--- config.mk ---
export PLATFORM = sky130hd
export DESIGN_NAME = rgb_pwm_sequencer
export DESIGN_NICKNAME = d
export VERILOG_FILES = /design/src/rtl/rgb_pwm_sequencer.sv
export SDC_FILE = /design/constraint.sdc
export NUM_CORES = 1
export LEC_CHECK = 0
export ABC_AREA = 1
export CORE_ASPECT_RATIO = 0.75
export CORE_MARGIN = 2
export CORE_UTILIZATION = 53
export DETAILED_ROUTE_END_ITERATION = 12
export PLACE_DENSITY = 0.73
export SETUP_SLACK_MARGIN = 0.3
export SYNTH_ARGS = -nofsm -noshare
export SYNTH_HDL_FRONTEND = slang
export SYNTH_SLANG_ARGS = --single-unit
--- constraint.sdc ---
create_clock -name clk -period 6.39 [get_ports clk]
set_input_delay 0.9585 -clock clk [delete_from_list [all_inputs] [get_ports clk]]
set_output_delay 0.9585 -clock clk [all_outputs]
set_load 0.05 [all_outputs]
--- src/rtl/rgb_pwm_sequencer.sv ---
// rtl/rgb_pwm_sequencer.sv - RGB LED PWM sequencer with static, cycle, fade and breathe modes
//
// Ports:
//   clk          system clock
//   reset        synchronous, active-high reset
//   enable       1 = run, 0 = freeze all counters and duties, outputs forced low
//   mode         0 STATIC, 1 CYCLE, 2 FADE, 3 BREATHE (takes effect at a period boundary)
//   color_sel    channel mask {blue, green, red} for STATIC and BREATHE, sampled at a boundary
//   red/green/blue  active-high PWM outputs, one cycle behind the PWM counter
//   period_start one-cycle pulse following each PWM period boundary
//   phase        current sequencer phase
module rgb_pwm_sequencer #(
    parameter int PWM_WIDTH    = 8,
    parameter int PRESCALE     = 1,
    parameter int STEP_PERIODS = 4
) (
    input  logic       clk,
    input  logic       reset,
    input  logic       enable,
    input  logic [1:0] mode,
    input  logic [2:0] color_sel,
    output logic       red,
    output logic       green,
    output logic       blue,
    output logic       period_start,
    output logic [1:0] phase
);

    localparam int PRE_W  = (PRESCALE > 1) ? $clog2(PRESCALE) : 1;
    localparam int STEP_W = (STEP_PERIODS > 1) ? $clog2(STEP_PERIODS) : 1;

    localparam logic [PRE_W-1:0]     PRE_LAST  = PRE_W'(PRESCALE - 1);
    localparam logic [STEP_W-1:0]    STEP_LAST = STEP_W'(STEP_PERIODS - 1);
    localparam logic [PWM_WIDTH-1:0] MAX_V     = '1;

    typedef enum logic [1:0] {
        MODE_STATIC  = 2'd0,
        MODE_CYCLE   = 2'd1,
        MODE_FADE    = 2'd2,
        MODE_BREATHE = 2'd3
    } mode_e;

    mode_e                mode_in;
    mode_e                mode_q, mode_d;
    logic [PRE_W-1:0]     pre_cnt_q, pre_cnt_d;
    logic [PWM_WIDTH-1:0] pwm_cnt_q, pwm_cnt_d;
    logic [STEP_W-1:0]    step_cnt_q, step_cnt_d;
    logic [PWM_WIDTH-1:0] lvl_q, lvl_d;
    logic [1:0]           phase_q, phase_d;
    logic [PWM_WIDTH-1:0] duty_r_q, duty_r_d;
    logic [PWM_WIDTH-1:0] duty_g_q, duty_g_d;
    logic [PWM_WIDTH-1:0] duty_b_q, duty_b_d;
    logic                 red_q, red_d;
    logic                 green_q, green_d;
    logic                 blue_q, blue_d;
    logic                 period_start_q, period_start_d;

    logic                 tick;
    logic                 boundary;
    logic                 mode_change;
    logic [PWM_WIDTH-1:0] src_lvl;
    logic [1:0]           src_phase;
    logic [PWM_WIDTH-1:0] calc_r, calc_g, calc_b;
    logic [PWM_WIDTH-1:0] eff_r, eff_g, eff_b;
    logic [PWM_WIDTH-1:0] breathe_duty;

    assign mode_in = mode_e'(mode);

    // Timebase: prescaler, PWM counter and period boundary detection.
    always_comb begin
        tick      = enable && (pre_cnt_q == PRE_LAST);
        boundary  = enable && (pre_cnt_q == '0) && (pwm_cnt_q == '0);
        pre_cnt_d = pre_cnt_q;
        pwm_cnt_d = pwm_cnt_q;
        if (enable) begin
            pre_cnt_d = tick ? '0 : pre_cnt_q + 1'b1;
        end
        if (tick) begin
            pwm_cnt_d = pwm_cnt_q + 1'b1;
        end
    end

    // A mode switch restarts the pattern, so the duties loaded at that
    // boundary come from level 0 / phase 0 rather than the stale sequencer state.
    always_comb begin
        mode_change = (mode_in != mode_q);
        src_lvl     = mode_change ? '0 : lvl_q;
        src_phase   = mode_change ? 2'd0 : phase_q;
    end

    // Duty table, evaluated against the incoming mode: at a boundary it is
    // either equal to the latched mode or the pattern has just been restarted.
    always_comb begin
        calc_r       = '0;
        calc_g       = '0;
        calc_b       = '0;
        breathe_duty = (src_phase == 2'd1) ? (MAX_V - src_lvl) : src_lvl;
        case (mode_in)
            MODE_STATIC: begin
                calc_r = color_sel[0] ? MAX_V : '0;
                calc_g = color_sel[1] ? MAX_V : '0;
                calc_b = color_sel[2] ? MAX_V : '0;
            end
            MODE_CYCLE: begin
                calc_r = (src_phase == 2'd0) ? MAX_V : '0;
                calc_g = (src_phase == 2'd1) ? MAX_V : '0;
                calc_b = (src_phase == 2'd2) ? MAX_V : '0;
            end
            MODE_FADE: begin
                case (src_phase)
                    2'd0: begin
                        calc_r = MAX_V - src_lvl;
                        calc_g = src_lvl;
                    end
                    2'd1: begin
                        calc_g = MAX_V - src_lvl;
                        calc_b = src_lvl;
                    end
                    2'd2: begin
                        calc_b = MAX_V - src_lvl;
                        calc_r = src_lvl;
                    end
                    default: begin
                        calc_r = '0;
                    end
                endcase
            end
            MODE_BREATHE: begin
                // Phase 2 is unreachable here; it falls through to the ramp-up shape.
                calc_r = color_sel[0] ? breathe_duty : '0;
                calc_g = color_sel[1] ? breathe_duty : '0;
                calc_b = color_sel[2] ? breathe_duty : '0;
            end
            default: begin
                calc_r = '0;
            end
        endcase
    end

    // Sequencer state: latched mode, step/level/phase progression and duty registers.
    always_comb begin
        mode_d     = mode_q;
        step_cnt_d = step_cnt_q;
        lvl_d      = lvl_q;
        phase_d    = phase_q;
        duty_r_d   = duty_r_q;
        duty_g_d   = duty_g_q;
        duty_b_d   = duty_b_q;
        if (boundary) begin
            mode_d   = mode_in;
            duty_r_d = calc_r;
            duty_g_d = calc_g;
            duty_b_d = calc_b;
            if (mode_change) begin
                step_cnt_d = '0;
                lvl_d      = '0;
                phase_d    = 2'd0;
            end else begin
                step_cnt_d = (step_cnt_q == STEP_LAST) ? '0 : step_cnt_q + 1'b1;
                if (step_cnt_q == STEP_LAST) begin
                    if (mode_q == MODE_STATIC) begin
                        lvl_d   = '0;
                        phase_d = 2'd0;
                    end else begin
                        lvl_d = lvl_q + 1'b1;
                        if (lvl_q == MAX_V) begin
                            case (mode_q)
                                MODE_CYCLE, MODE_FADE:
                                    phase_d = (phase_q >= 2'd2) ? 2'd0 : phase_q + 2'd1;
                                MODE_BREATHE:
                                    phase_d = (phase_q == 2'd0) ? 2'd1 : 2'd0;
                                default:
                                    phase_d = 2'd0;
                            endcase
                        end
                    end
                end
            end
        end
    end

    // Output comparators use the freshly loaded duty on the boundary cycle
    // so a new period never shows the previous period's duty.
    always_comb begin
        eff_r          = boundary ? calc_r : duty_r_q;
        eff_g          = boundary ? calc_g : duty_g_q;
        eff_b          = boundary ? calc_b : duty_b_q;
        red_d          = enable && (pwm_cnt_q < eff_r);
        green_d        = enable && (pwm_cnt_q < eff_g);
        blue_d         = enable && (pwm_cnt_q < eff_b);
        period_start_d = boundary;
    end

    always_ff @(posedge clk) begin
        if (reset) begin
            mode_q         <= MODE_STATIC;
            pre_cnt_q      <= '0;
            pwm_cnt_q      <= '0;
            step_cnt_q     <= '0;
            lvl_q          <= '0;
            phase_q        <= 2'd0;
            duty_r_q       <= '0;
            duty_g_q       <= '0;
            duty_b_q       <= '0;
            red_q          <= 1'b0;
            green_q        <= 1'b0;
            blue_q         <= 1'b0;
            period_start_q <= 1'b0;
        end else begin
            mode_q         <= mode_d;
            pre_cnt_q      <= pre_cnt_d;
            pwm_cnt_q      <= pwm_cnt_d;
            step_cnt_q     <= step_cnt_d;
            lvl_q          <= lvl_d;
            phase_q        <= phase_d;
            duty_r_q       <= duty_r_d;
            duty_g_q       <= duty_g_d;
            duty_b_q       <= duty_b_d;
            red_q          <= red_d;
            green_q        <= green_d;
            blue_q         <= blue_d;
            period_start_q <= period_start_d;
        end
    end

    assign red          = red_q;
    assign green        = green_q;
    assign blue         = blue_q;
    assign period_start = period_start_q;
    assign phase        = phase_q;

endmodule

# ---- Yosys cells after proc, flatten, opt, wreduce, memory -nomap -nowiden
# Cells that the tools add are included.
dict set report classes {
  addsub 6
  magnitude_cmp 4
  eq_ne 11
  n_bitwise 1
  muxes 34
  n_reduce_logical 15
}
# operator n
set ops {}
lappend ops {{$mux W8} 17}
lappend ops {{$pmux W8 S4} 3}
lappend ops {{$pmux W8 S2} 3}
lappend ops {{$lt A8 B8 Y1} 3}
lappend ops {{$add A8 B1 Y8 const B} 2}
lappend ops {{$mux W2} 8}
lappend ops {{$eq A2 B2 Y1 const B} 6}
lappend ops {{$eq A8 B8 Y1 const B} 1}
lappend ops {{$logic_not A2 Y1} 4}
lappend ops {{$logic_not A8 Y1} 1}
lappend ops {{$sub A8 B8 Y8 const A} 1}
lappend ops {{$eq A2 B1 Y1 const B} 3}
lappend ops {{$logic_and A1 B1 Y1} 5}
lappend ops {{$add A2 B1 Y2 const B} 2}
lappend ops {{$pmux W2 S2} 1}
lappend ops {{$reduce_and A3 Y1} 1}
lappend ops {{$reduce_bool A3 Y1} 1}
lappend ops {{$ge A2 B2 Y1 const B} 1}
lappend ops {{$mux W1} 2}
lappend ops {{$ne A2 B2 Y1} 1}
lappend ops {{$reduce_and A2 Y1} 1}
lappend ops {{$reduce_bool A2 Y1} 1}
lappend ops {{$reduce_or A2 Y1} 1}
lappend ops {{$add A1 B1 Y1 const B} 1}
lappend ops {{$not A1 Y1} 1}
dict set report totals {
  elab_cells 84
  reg_bits 51
}

# ---- Longest topological paths before layout
# Gate-level depths: netlist of the first run.
dict set report logic_depth {
  depth_word 9
  mapped_depth 17
  mapped_depth_nobuf 16
}

# ---- Worst setup path before layout of the first run
# OpenSTA, ideal clock, no wires.
dict set report synth_timing {
  path_type {in2reg}
  from {input port mode[1]}
  to {register blue_q (netlist: blue)}
  setup_time_ps 70
  arrival_time_ps 2819
  stages 15
  setup_slack_ps 3502
  path_cell_list {inv_1 -> nand2_1 -> nand2_2 -> nand3_4 -> inv_4 -> buf_12 -> nor2_2 -> a21oi_2 -> nand2_1 -> o2111ai_1 -> o21ai_2 -> ha_1 -> a211oi_1 -> nand3_1 -> a21oi_1}
}
dict set report synth_between {
  elab_chain_len 9
  elab_cells_between_ends 18
}
# item line
set synth_lines {}
lappend synth_lines {{start: declaration} 20} ;# input logic [1:0] mode,
lappend synth_lines {{$ne A2 B2 Y1} 86} ;# mode_change = (mode_in != mode_q);
lappend synth_lines {{$mux W8 / $mux W2 (equally long branches)} {87, 88}}
lappend synth_lines {{$sub A8 B8 Y8 / $eq A2 B1 Y1 (equally long branches)} {97, 120, 110}}
lappend synth_lines {{$mux W8} 97} ;# breathe_duty = (src_phase == 2'd1) ? (MAX_V - src_lvl) : src_lvl;
lappend synth_lines {{$mux W8} 132} ;# calc_b = color_sel[2] ? breathe_duty : '0;
lappend synth_lines {{$pmux W8 S4 (*)} 98} ;# case (mode_in)
lappend synth_lines {{$mux W8 (*)} --}
lappend synth_lines {{$lt A8 B8 Y1 (*)} 190} ;# blue_d = enable && (pwm_cnt_q < eff_b);
lappend synth_lines {{$logic_and A1 B1 Y1 (*)} 190}
lappend synth_lines {{end signal: assignment} 221} ;# blue_q <= blue_d;
lappend synth_lines {{end: declaration} 55} ;# logic blue_q, blue_d;
# Mark *: on every way between the ends. The rest lies on a longest branch, timed or not.
# A chain may end at the register's enable or synchronous reset.

# ---- Worst setup path after layout of the first run
dict set report layout_timing {
  from {input port mode[0]}
  to {register blue_q (netlist: blue)}
}
# Same word-level chain as after synthesis.

==> impl_metrics.env, run 1 <==
export IMPL_cts_resized=0
export IMPL_cts_max_level=2
export IMPL_syn_area_um2=3383
export IMPL_max_freq_mhz=294.9
export IMPL_holdPathEnd="pre_cnt_q"
export IMPL_holdPathStages=2
export IMPL_synth_xor_area_share_pct=1.072
export IMPL_hp_class="flop to flop"
export IMPL_wire_per_inst_um=14.47
export IMPL_maxCapViolCount=0
export IMPL_required_ps=6640
export IMPL_period_share_pct=53.07
export IMPL_r2r_cells=13
export IMPL_core_area_um2=6225
export IMPL_cts_sinks=51
export IMPL_yosys_area_share_adder_pct=9.985
export IMPL_synth_top_family_by_area="simple AND/OR/NAND/NOR gates"
export IMPL_gr_total_overflow=0
export IMPL_synth_ff_type="dfxtp_1"
export IMPL_syn_inst=468
export IMPL_multi_input_area_um2=2108
export IMPL_vias=3144
export IMPL_status="complete, no violations"
export IMPL_critPathKind="primary input to flop"
export IMPL_grt_pass1_vias=2774
export IMPL_finalSetupTns_ps=0
export IMPL_cp_max_fo=13
export IMPL_yosysWarnings=0
export IMPL_antenna_found_initial=0
export IMPL_yosysSeqAreaShare_pct=30.18
export IMPL_sw_frac_of_total_pct=33.78
export IMPL_dp_hpwl_um=6201
export IMPL_worst_pin_slew_ps=650.3
export IMPL_ys_types=38
export IMPL_hp_start="pre_cnt_q"
export IMPL_synth_fp_nets=503
export IMPL_synth_edf_count=0
export IMPL_gr_usage_all_layers_pct=24.82
export IMPL_final_cells=561
export IMPL_grt_pass1_wl_um=13610
export IMPL_die_area_um2=7045
export IMPL_antenna_cells=0
export IMPL_rr_endpoint="blue"
export IMPL_synth_simple_area_share_pct=31.55
export IMPL_die_height_um=73.19
export IMPL_rsz0062_at_grt="false"
export IMPL_ctsRootBufferMaster="clkbuf_8"
export IMPL_switchingPower_mw=0.2686
export IMPL_cp_data_arrival_time_ps=3640
export IMPL_dp_cells=553
export IMPL_grt_max_degree=35
export IMPL_hold_ws_ps=447.7
export IMPL_setup_viol=0
export IMPL_worstPathCellList="clkdlybuf4s50_1 > xnor2_4 > nand3_4 > inv_4 > nor2_2 > a21oi_2 > nand2_1 > o2111ai_1 > o21ai_2 > ha_1 > a211oi_1 > nand3_1 > a21oi_1"
export IMPL_post_cts_buffers=0
export IMPL_combPwrFrac_pct=26.3
export IMPL_drc=0
export IMPL_finalInstanceArea_um2=3677
export IMPL_drive_gt1_share_pct=14.17
export IMPL_cts_tree="yes"
export IMPL_hold_buffers=0
export IMPL_cpLargestDelayFamily="buffers and inverters"
export IMPL_critPathCaptureType="flop"
export IMPL_drt_total_wl_um=8115
export IMPL_seqPwrFrac_pct=44.2
export IMPL_drt_first_pass_iters=6
export IMPL_place_area_um2=3565
export IMPL_timing_reg2reg_setup_slack_ps=3660
export IMPL_row_count=25
export IMPL_start_util_pct=54.35
export IMPL_seqCellArea_um2=1021
export IMPL_ir_drop_uv=126.8
export IMPL_r2r_start="phase[0]"
export IMPL_clockBufferDepth=2
export IMPL_gp_congestion=0.8759
export IMPL_ys_ff_latch=51
export IMPL_async_flop_share_pct=0
export IMPL_p_per_area_nw_per_um2=216.2
export IMPL_drt_iter0_drc=241
export IMPL_p_leak_nw=1.440
export IMPL_vias_per_cell=5.604
export IMPL_final_hold_violation_count=0
export IMPL_final_setup_skew_ps=11.65
export IMPL_synth_compound_area_share_pct=19.71
export IMPL_avgSynthCellArea_um2=7.229
export IMPL_port_buffers=13
export IMPL_cpPeakStageDelay_ps=540
export IMPL_slew_violations=0
export IMPL_synthMuxAreaShare_pct=0
export IMPL_area_growth_pct=8.691
export IMPL_die_x_um=96.26
export IMPL_max_slew_margin_pct=56.60
export IMPL_nets=514
export IMPL_worst_setup_path_start_kind="primary input"
export IMPL_io_pins=14
export IMPL_critPathBufInv=2
export IMPL_fill_cells=587
export IMPL_insertion_delay_ps=320
export IMPL_slowest_stage="clkdlybuf4s50_1"
export IMPL_intPower_mw=0.5265
export IMPL_clock_power_share_pct=29.6
export IMPL_path_clk_slew_ps=100
export IMPL_cts_buffers=5
export IMPL_period_needed_ps=3391
export IMPL_ant_nets=0
[final cells by class]
type,count,share of cell area (%)
multi-input combinational,357,57.33
inverter,49,5.138
clock buffer,5,1.871
sequential,51,27.76
timing repair buffer,15,3.947
tap,81,2.756
clock inverter,3,1.191
[flip-flops by register name, indices dropped and copies added, names as in the netlist]
| register | flops |
|---|---|
| mode_q | 2 |
| duty_r_q | 8 |
| blue | 1 |
| period_start | 1 |
| duty_b_q | 8 |
| lvl_q | 8 |
| red | 1 |
| pwm_cnt_q | 8 |
| step_cnt_q | 2 |
| pre_cnt_q | 1 |
| phase | 2 |
| green | 1 |
| duty_g_q | 8 |
[how the worst max path moves through the flow]
stage            start  depth (start not counted)     to  slack, ps
2_1_floorplan  mode[1]                         15   blue       3500
3_3_place_gp   mode[0]                         13   blue       2780
3_5_place_dp   mode[0]                         13   blue       2700
4_1_cts        mode[0]                         13   blue       3000
5_1_grt        mode[0]                         13  green       2690
6_report       mode[0]                         13   blue       3000
[Yosys cell counts (2+ instances only)]
| library cell | n | area [µm²] |
|---|---|---|
| nand2_1 | 83 | 311.6 |
| nor2_1 | 57 | 214.0 |
| dfxtp_1 | 51 | 1021 |
| inv_1 | 44 | 165.2 |
| o21ai_0 | 31 | 155.2 |
| ha_1 | 27 | 337.8 |
| a21oi_1 | 23 | 115.1 |
| nand3_1 | 19 | 95.09 |
| nor2_2 | 17 | 106.4 |
| nand4_1 | 16 | 100.1 |
| o2111ai_1 | 14 | 122.6 |
| o21ai_1 | 12 | 60.06 |
| o21ai_2 | 10 | 87.58 |
| a21oi_2 | 7 | 61.31 |
| clkbuf_1 | 6 | 22.52 |
| nand2_2 | 6 | 37.54 |
| nor3_1 | 6 | 30.03 |
| nor4_1 | 5 | 31.28 |
| a211oi_1 | 4 | 30.03 |
| inv_2 | 3 | 11.26 |
| nor3_2 | 3 | 30.03 |
| nor3b_1 | 3 | 22.52 |
| or2_2 | 3 | 18.77 |
| buf_2 | 2 | 10.01 |
| inv_4 | 2 | 12.51 |
| nand2_4 | 2 | 22.52 |
[metrics by stage]
step	util [%]	setup WS (ps)	power [mW]
2_1_floorplan	-	3502	0.5166
3_3_place_gp	57.27	2781	0.5601
3_5_place_dp	57.27	2702	0.5662
4_1_cts	59.08	3002	0.7984
5_1_grt	59.08	2688	0.8383
6_report	59.08	2999	0.7951
[worst register-to-register path: cells and delay by family (launching register included)]
kind / cells / cell delay [ps]
AOI/OAI and AO/OA: 5 / 740
adders and majority gates: 1 / 300
buffers and inverters: 2 / 310
DFF: 1 / 360
and+or+nand+nor: 5 / 960
[power by group through the flow]
stage / registers (mW) / clock network [mW] / logic (mW)
after detailed placement: 0.359 / 0 / 0.208
after floorplan: 0.368 / 0 / 0.148
after global routing: 0.354 / 0.250 / 0.235
after CTS: 0.351 / 0.239 / 0.208
final: 0.351 / 0.235 / 0.209
after global placement: 0.358 / 0 / 0.202
[logic make-up (layout without fill, tap and decap cells)]
| logic type | after synthesis | after routing |
|---|---|---|
| fa+ha+maj | 27 | 27 |
| flops | 51 | 51 |
| compound gates | 105 | 105 |
| buf+inv | 60 | 72 |
| xor+xnor | 2 | 2 |
| simple gates | 223 | 223 |
[layer usage]
metal  share of wire (%)  up-vias  track usage [%]
li1                    -     1630                -
met1                  52     1420            37.94
met2                  42       87            37.19
met3                 5.2        7            3.409
met4                0.68        0            4.603
met5                   0        -                0
[layout by cell type, fill, tap and decap left out, types with 4 or more instances in the layout]
cell / instances
a211oi_1: 4
a21oi_1: 23
a21oi_2: 7
clkbuf_8: 5
clkdlybuf4s50_1: 13
dfxtp_1: 51
ha_1: 27
inv_1: 44
nand2_1: 83
nand2_2: 6
nand3_1: 19
nand4_1: 16
nor2_1: 57
nor2_2: 17
nor3_1: 6
nor4_1: 5
o2111ai_1: 14
o21ai_0: 31
o21ai_1: 12
o21ai_2: 10
No activity file was read; power rests on OpenSTA's default activity.
==> run 2: changes to the inputs <==
--- a/config.mk
+++ b/config.mk
@@ -10,7 +10,7 @@
 export CORE_MARGIN = 2
 export CORE_UTILIZATION = 53
 export DETAILED_ROUTE_END_ITERATION = 12
-export PLACE_DENSITY = 0.73
+export PLACE_DENSITY = 0.76
 export SETUP_SLACK_MARGIN = 0.3
 export SYNTH_ARGS = -nofsm -noshare
 export SYNTH_HDL_FRONTEND = slang
==> constraint.sdc (replaced) <==
create_clock -name clk -period 2.9 [get_ports clk]
set_input_delay 0.435 -clock clk [delete_from_list [all_inputs] [get_ports clk]]
set_output_delay 0.435 -clock clk [all_outputs]
set_load 0.05 [all_outputs]
==> impl_metrics.env, run 2 (synthesis gave the netlist of run 1 again) <==
export IMPL_status="complete, no violations"
export IMPL_cp_max_fo=8
export IMPL_fill_cells=531
export IMPL_die_height_um=73.19
export IMPL_path_clk_slew_ps=100
export IMPL_die_area_um2=7045
export IMPL_p_per_area_nw_per_um2=453.9
export IMPL_critPathCaptureType="flop"
export IMPL_drt_total_wl_um=8582
export IMPL_holdPathStages=2
export IMPL_setup_viol=0
export IMPL_cpLargestDelayFamily="buffers and inverters"
export IMPL_io_pins=14
export IMPL_holdPathEnd="pre_cnt_q"
export IMPL_final_hold_violation_count=0
export IMPL_final_cell_mix="83 x nand2_1, 54 x nor2_1, 50 x dfxtp_1, 43 x inv_1"
export IMPL_antenna_found_initial=0
export IMPL_gp_congestion=0.8800
export IMPL_required_ps=3140
export IMPL_grt_max_degree=32
export IMPL_ir_drop_uv=340.0
export IMPL_p_leak_nw=1.611
export IMPL_critPathKind="primary input to flop"
export IMPL_ant_nets=0
export IMPL_rr_endpoint="red"
export IMPL_finalSetupTns_ps=0
export IMPL_cts_tree="yes"
export IMPL_cts_sinks=51
export IMPL_drc=0
export IMPL_final_util_pct=64.30
export IMPL_worst_pin_slew_ps=525.7
export IMPL_die_x_um=96.26
export IMPL_final_common_cell="nand2_1"
export IMPL_port_buffers=13
export IMPL_period_needed_ps=2414
export IMPL_hp_class="flop to flop"
export IMPL_timing_reg2reg_setup_slack_ps=520
export IMPL_dp_hpwl_um=6452
export IMPL_core_area_um2=6225
export IMPL_drt_first_pass_iters=7
export IMPL_vias_per_cell=5.738
export IMPL_antenna_cells=0
export IMPL_r2r_start="mode_q[0]"
export IMPL_cts_max_level=2
export IMPL_max_freq_mhz=414.2
export IMPL_insertion_delay_ps=300
export IMPL_worstPathCellList="clkdlybuf4s50_1 > inv_1 > nor2_1 > nand4_1 > buf_4 > nor3_2 > buf_4 > nand4_1 > o21ai_1 > ha_1 > a211oi_1 > nand3_1 > a21oi_1"
export IMPL_drt_iter0_drc=340
export IMPL_critPathBufInv=4
export IMPL_gr_usage_all_layers_pct=25.13
export IMPL_wire_per_inst_um=14.52
export IMPL_max_slew_margin_pct=64.72
export IMPL_cp_data_arrival_time_ps=2650
export IMPL_hold_buffers=0
export IMPL_hp_start="pre_cnt_q"
export IMPL_slew_violations=0
export IMPL_seqCellArea_um2=1022
export IMPL_area_growth_pct=18.31
export IMPL_ctsRootBufferMaster="clkbuf_8"
export IMPL_worst_setup_path_start_kind="primary input"
export IMPL_final_setup_skew_ps=5.823
export IMPL_maxCapViolCount=0
export IMPL_clockBufferDepth=2
export IMPL_row_count=25
export IMPL_period_share_pct=83.25
export IMPL_slowest_stage="clkdlybuf4s50_1"
export IMPL_vias=3391
export IMPL_grt_pass1_wl_um=13840
export IMPL_cpPeakStageDelay_ps=450
export IMPL_r2r_cells=12
export IMPL_start_util_pct=54.35
export IMPL_nets=545
export IMPL_drive_gt1_share_pct=20.39
export IMPL_multi_input_area_um2=2162
export IMPL_grt_pass1_vias=2938
export IMPL_rsz0062_at_grt="false"
export IMPL_cts_buffers=5
export IMPL_gr_total_overflow=0
-- run 2: cell type report --
type                            count  share of cell area (%)
Inverter                           49                   4.845
Clock buffer                        5                   1.719
Multi-Input combinational cell    357                   54.02
Timing Repair Buffer               46                   10.41
Tap cell                           81                   2.532
Sequential cell                    51                   25.54
Clock inverter                      2                  0.9378
-- run 2: worst max-delay path by stage --
stage	start	end	slack (ps)	cells after the start
after floorplan	phase[0]	blue	370	14
after global placement	mode[0]	blue	-70	13
after detailed placement	mode[0]	red	-160	11
after CTS	mode[1]	red	320	14
after global routing	pwm_cnt_q[0]	red	330	13
final	enable	green	490	13
-- run 2: through the flow --
stage,worst slack (ps),area (µm²),hold WS (ps),power [mW],std cells
final,485.7,4003,449.8,1.817,591
after global routing,331.1,4003,491.5,1.911,591
after detailed placement,-159.5,3779,433.0,1.294,578
after CTS,324.4,3934,450.3,1.806,589
after floorplan,373.6,3385,417.2,1.139,468
after global placement,-74.57,3779,425.0,1.275,578
-- run 2: tightest hold or removal path, stage by stage, from the launching register on --
cell and delay [ps]:
dfxtp_1 320, nand2_1 60, nor2_1 30
-- run 2: timing repair --
action,CTS,global route
gates resized for setup,3,14
pin swaps,1,5
setup endpoints to repair,3,5
buffers inserted,4,2
-- run 2: power breakdown --
part	internal [mW]	switching, mW	total, mW
Combinational	0.211	0.338	0.549
Sequential	0.749	0.0265	0.775
Clock	0.253	0.240	0.492
Total	1.21	0.604	1.82
-- run 2: layer usage --
metal	up-vias	global-route usage [%]	wire length, µm
li1	1688	-	-
met1	1544	36.59	4004
met2	143	38.12	3800
met3	16	5.062	643
met4	0	6.032	135
met5	-	0	0
==> run 3: changes to the inputs <==
==> constraint.sdc (replaced) <==
create_clock -name clk -period 2.07 [get_ports clk]
set_input_delay 0.3105 -clock clk [delete_from_list [all_inputs] [get_ports clk]]
set_output_delay 0.3105 -clock clk [all_outputs]
set_load 0.05 [all_outputs]
==> impl_metrics.env, run 3 (synthesis gave the netlist of run 1 again) <==
export IMPL_final_cell_mix="95 x buf_4, 78 x nand2_1, 46 x nor2_1, 46 x dfxtp_1, 41 x inv_1"
export IMPL_final_common_cell="buf_4"
export IMPL_fin_ws_ps=-226.6
export IMPL_setup_viol=3
export IMPL_cts_tree="yes"
export IMPL_cts_buffers=5
export IMPL_vias_per_cell=5.772
export IMPL_cp_max_fo=6
export IMPL_cts_max_level=2
export IMPL_critPathKind="flop to flop"
export IMPL_ant_nets=0
export IMPL_required_ps=2320
export IMPL_final_setup_skew_ps=11.75
export IMPL_grt_max_degree=24
export IMPL_drt_total_wl_um=10780
export IMPL_r2r_start="mode_q[0]"
export IMPL_dp_hpwl_um=7226
export IMPL_grt_pass1_wl_um=17120
export IMPL_path_clk_slew_ps=110
export IMPL_drc=0
export IMPL_final_util_pct=78.83
export IMPL_fill_cells=393
export IMPL_core_area_um2=6225
export IMPL_gr_usage_all_layers_pct=31.34
export IMPL_maxCapViolCount=0
export IMPL_rsz0062_at_grt="true"
export IMPL_vias=3856
export IMPL_period_share_pct=110.9
export IMPL_p_leak_nw=2.090
export IMPL_antenna_found_initial=0
export IMPL_status="complete, but fails checks"
export IMPL_area_growth_pct=45.04
export IMPL_io_pins=14
export IMPL_ctsRootBufferMaster="clkbuf_8"
export IMPL_finalPower_mw=2.818
export IMPL_critPathLaunch="mode_q[0]"
export IMPL_worst_setup_path_start_kind="flop"
export IMPL_die_area_um2=7045
export IMPL_worst_pin_slew_ps=506.2
export IMPL_hp_start="pre_cnt_q"
export IMPL_row_count=25
export IMPL_die_height_um=73.19
export IMPL_antenna_cells=0
export IMPL_gr_total_overflow=0
export IMPL_max_freq_mhz=435.4
export IMPL_period_needed_ps=2297
export IMPL_critPathCaptureType="flop"
export IMPL_final_hold_violation_count=0
export IMPL_clockBufferDepth=2
export IMPL_cts_sinks=51
export IMPL_max_slew_margin_pct=66.20
export IMPL_p_per_area_nw_per_um2=574.2
export IMPL_drt_first_pass_iters=5
export IMPL_cp_data_arrival_time_ps=2540
export IMPL_grt_pass1_vias=3569
export IMPL_die_x_um=96.26
export IMPL_insertion_delay_ps=310
export IMPL_finalSetupTns_ps=-644.7
export IMPL_hp_class="flop to flop"
export IMPL_slew_violations=0
export IMPL_wire_per_inst_um=16.14
export IMPL_pre_cts_slack_ps=-814.9
export IMPL_violations="setup timing"
export IMPL_drt_iter0_drc=439
export IMPL_port_buffers=13
export IMPL_hold_buffers=0
export IMPL_gp_congestion=0.9104
export IMPL_drive_gt1_share_pct=39.01
export IMPL_ir_drop_uv=380.0
export IMPL_nets=621
export IMPL_start_util_pct=54.35
-- run 3: worst paths after layout --
kind / endpoint / slack [ps] / depth (start not counted)
setup / recovery: red / -230 / 16
hold / removal: pre_cnt_q / 470 / 2
setup reg to reg: red / -230 / 16
hold reg to reg: pre_cnt_q / 470 / 2
-- run 3: cell type report --
type                    instances  area [µm²]  area share, %
clock buffers                   6       93.84          1.912
well taps                      81       101.3          2.065
inverters                      49       193.9          3.952
clock inverters                 2       13.76         0.2805
multi-input cells             357        2449          49.90
flip-flops and latches         51        1035          21.09
repair buffers                121        1015          20.68
repair inverters                1       6.256         0.1275
-- run 3: where the power goes --
part | total [mW] | internal, mW | leakage, nW | switching, mW
Clock | 0.678 | 0.313 | 0.0563 | 0.365
Combinational | 1.05 | 0.462 | 1.61 | 0.591
Sequential | 1.09 | 1.05 | 0.421 | 0.0366
Total | 2.82 | 1.82 | 2.09 | 0.993
-- run 3: layer usage --
layer | part of all wire (%) | track usage, % | vias to the layer above | wire length, µm
met5 | 0 | 0 | - | 0
met4 | 2.0 | 8.254 | 0 | 219
met3 | 8.2 | 4.545 | 24 | 883
met2 | 48 | 52.93 | 184 | 5140
met1 | 42 | 41.97 | 1812 | 4542
li1 | - | - | 1836 | -
-- run 3: what timing repair did --
| action | in CTS | in global routing |
|---|---|---|
| endpoints found under the setup margin | 42 | 32 |
| gates cloned | 1 | 0 |
| buffers inserted | 19 | 6 |
| resized for setup | 48 | 48 |
| pin swaps | 15 | 14 |
-- run 3: critical path: stages (launching register included) --
cell and delay [ps]:
dfxtp_4 380, xnor2_4 150, buf_12 150, nand3_4 140
inv_8 110, buf_6 100, nor2_4 30, a21oi_2 180
nand2_1 120, o2111ai_2 100, o21ai_2 100, ha_1 270
nand2_1 70, nand2_1 70, nand2_1 70, nand2_1 70
a21oi_1 120
-- run 3: through the flow --
stage | std cells | area (µm²) | hold WS, ps
after floorplan | 468 | 3423 | 417.2
final | 668 | 4907 | 466.8
after global routing | 668 | 4907 | 487.8
after detailed placement | 634 | 4250 | 434.6
after CTS | 662 | 4671 | 461.4
after global placement | 634 | 4250 | 428.3
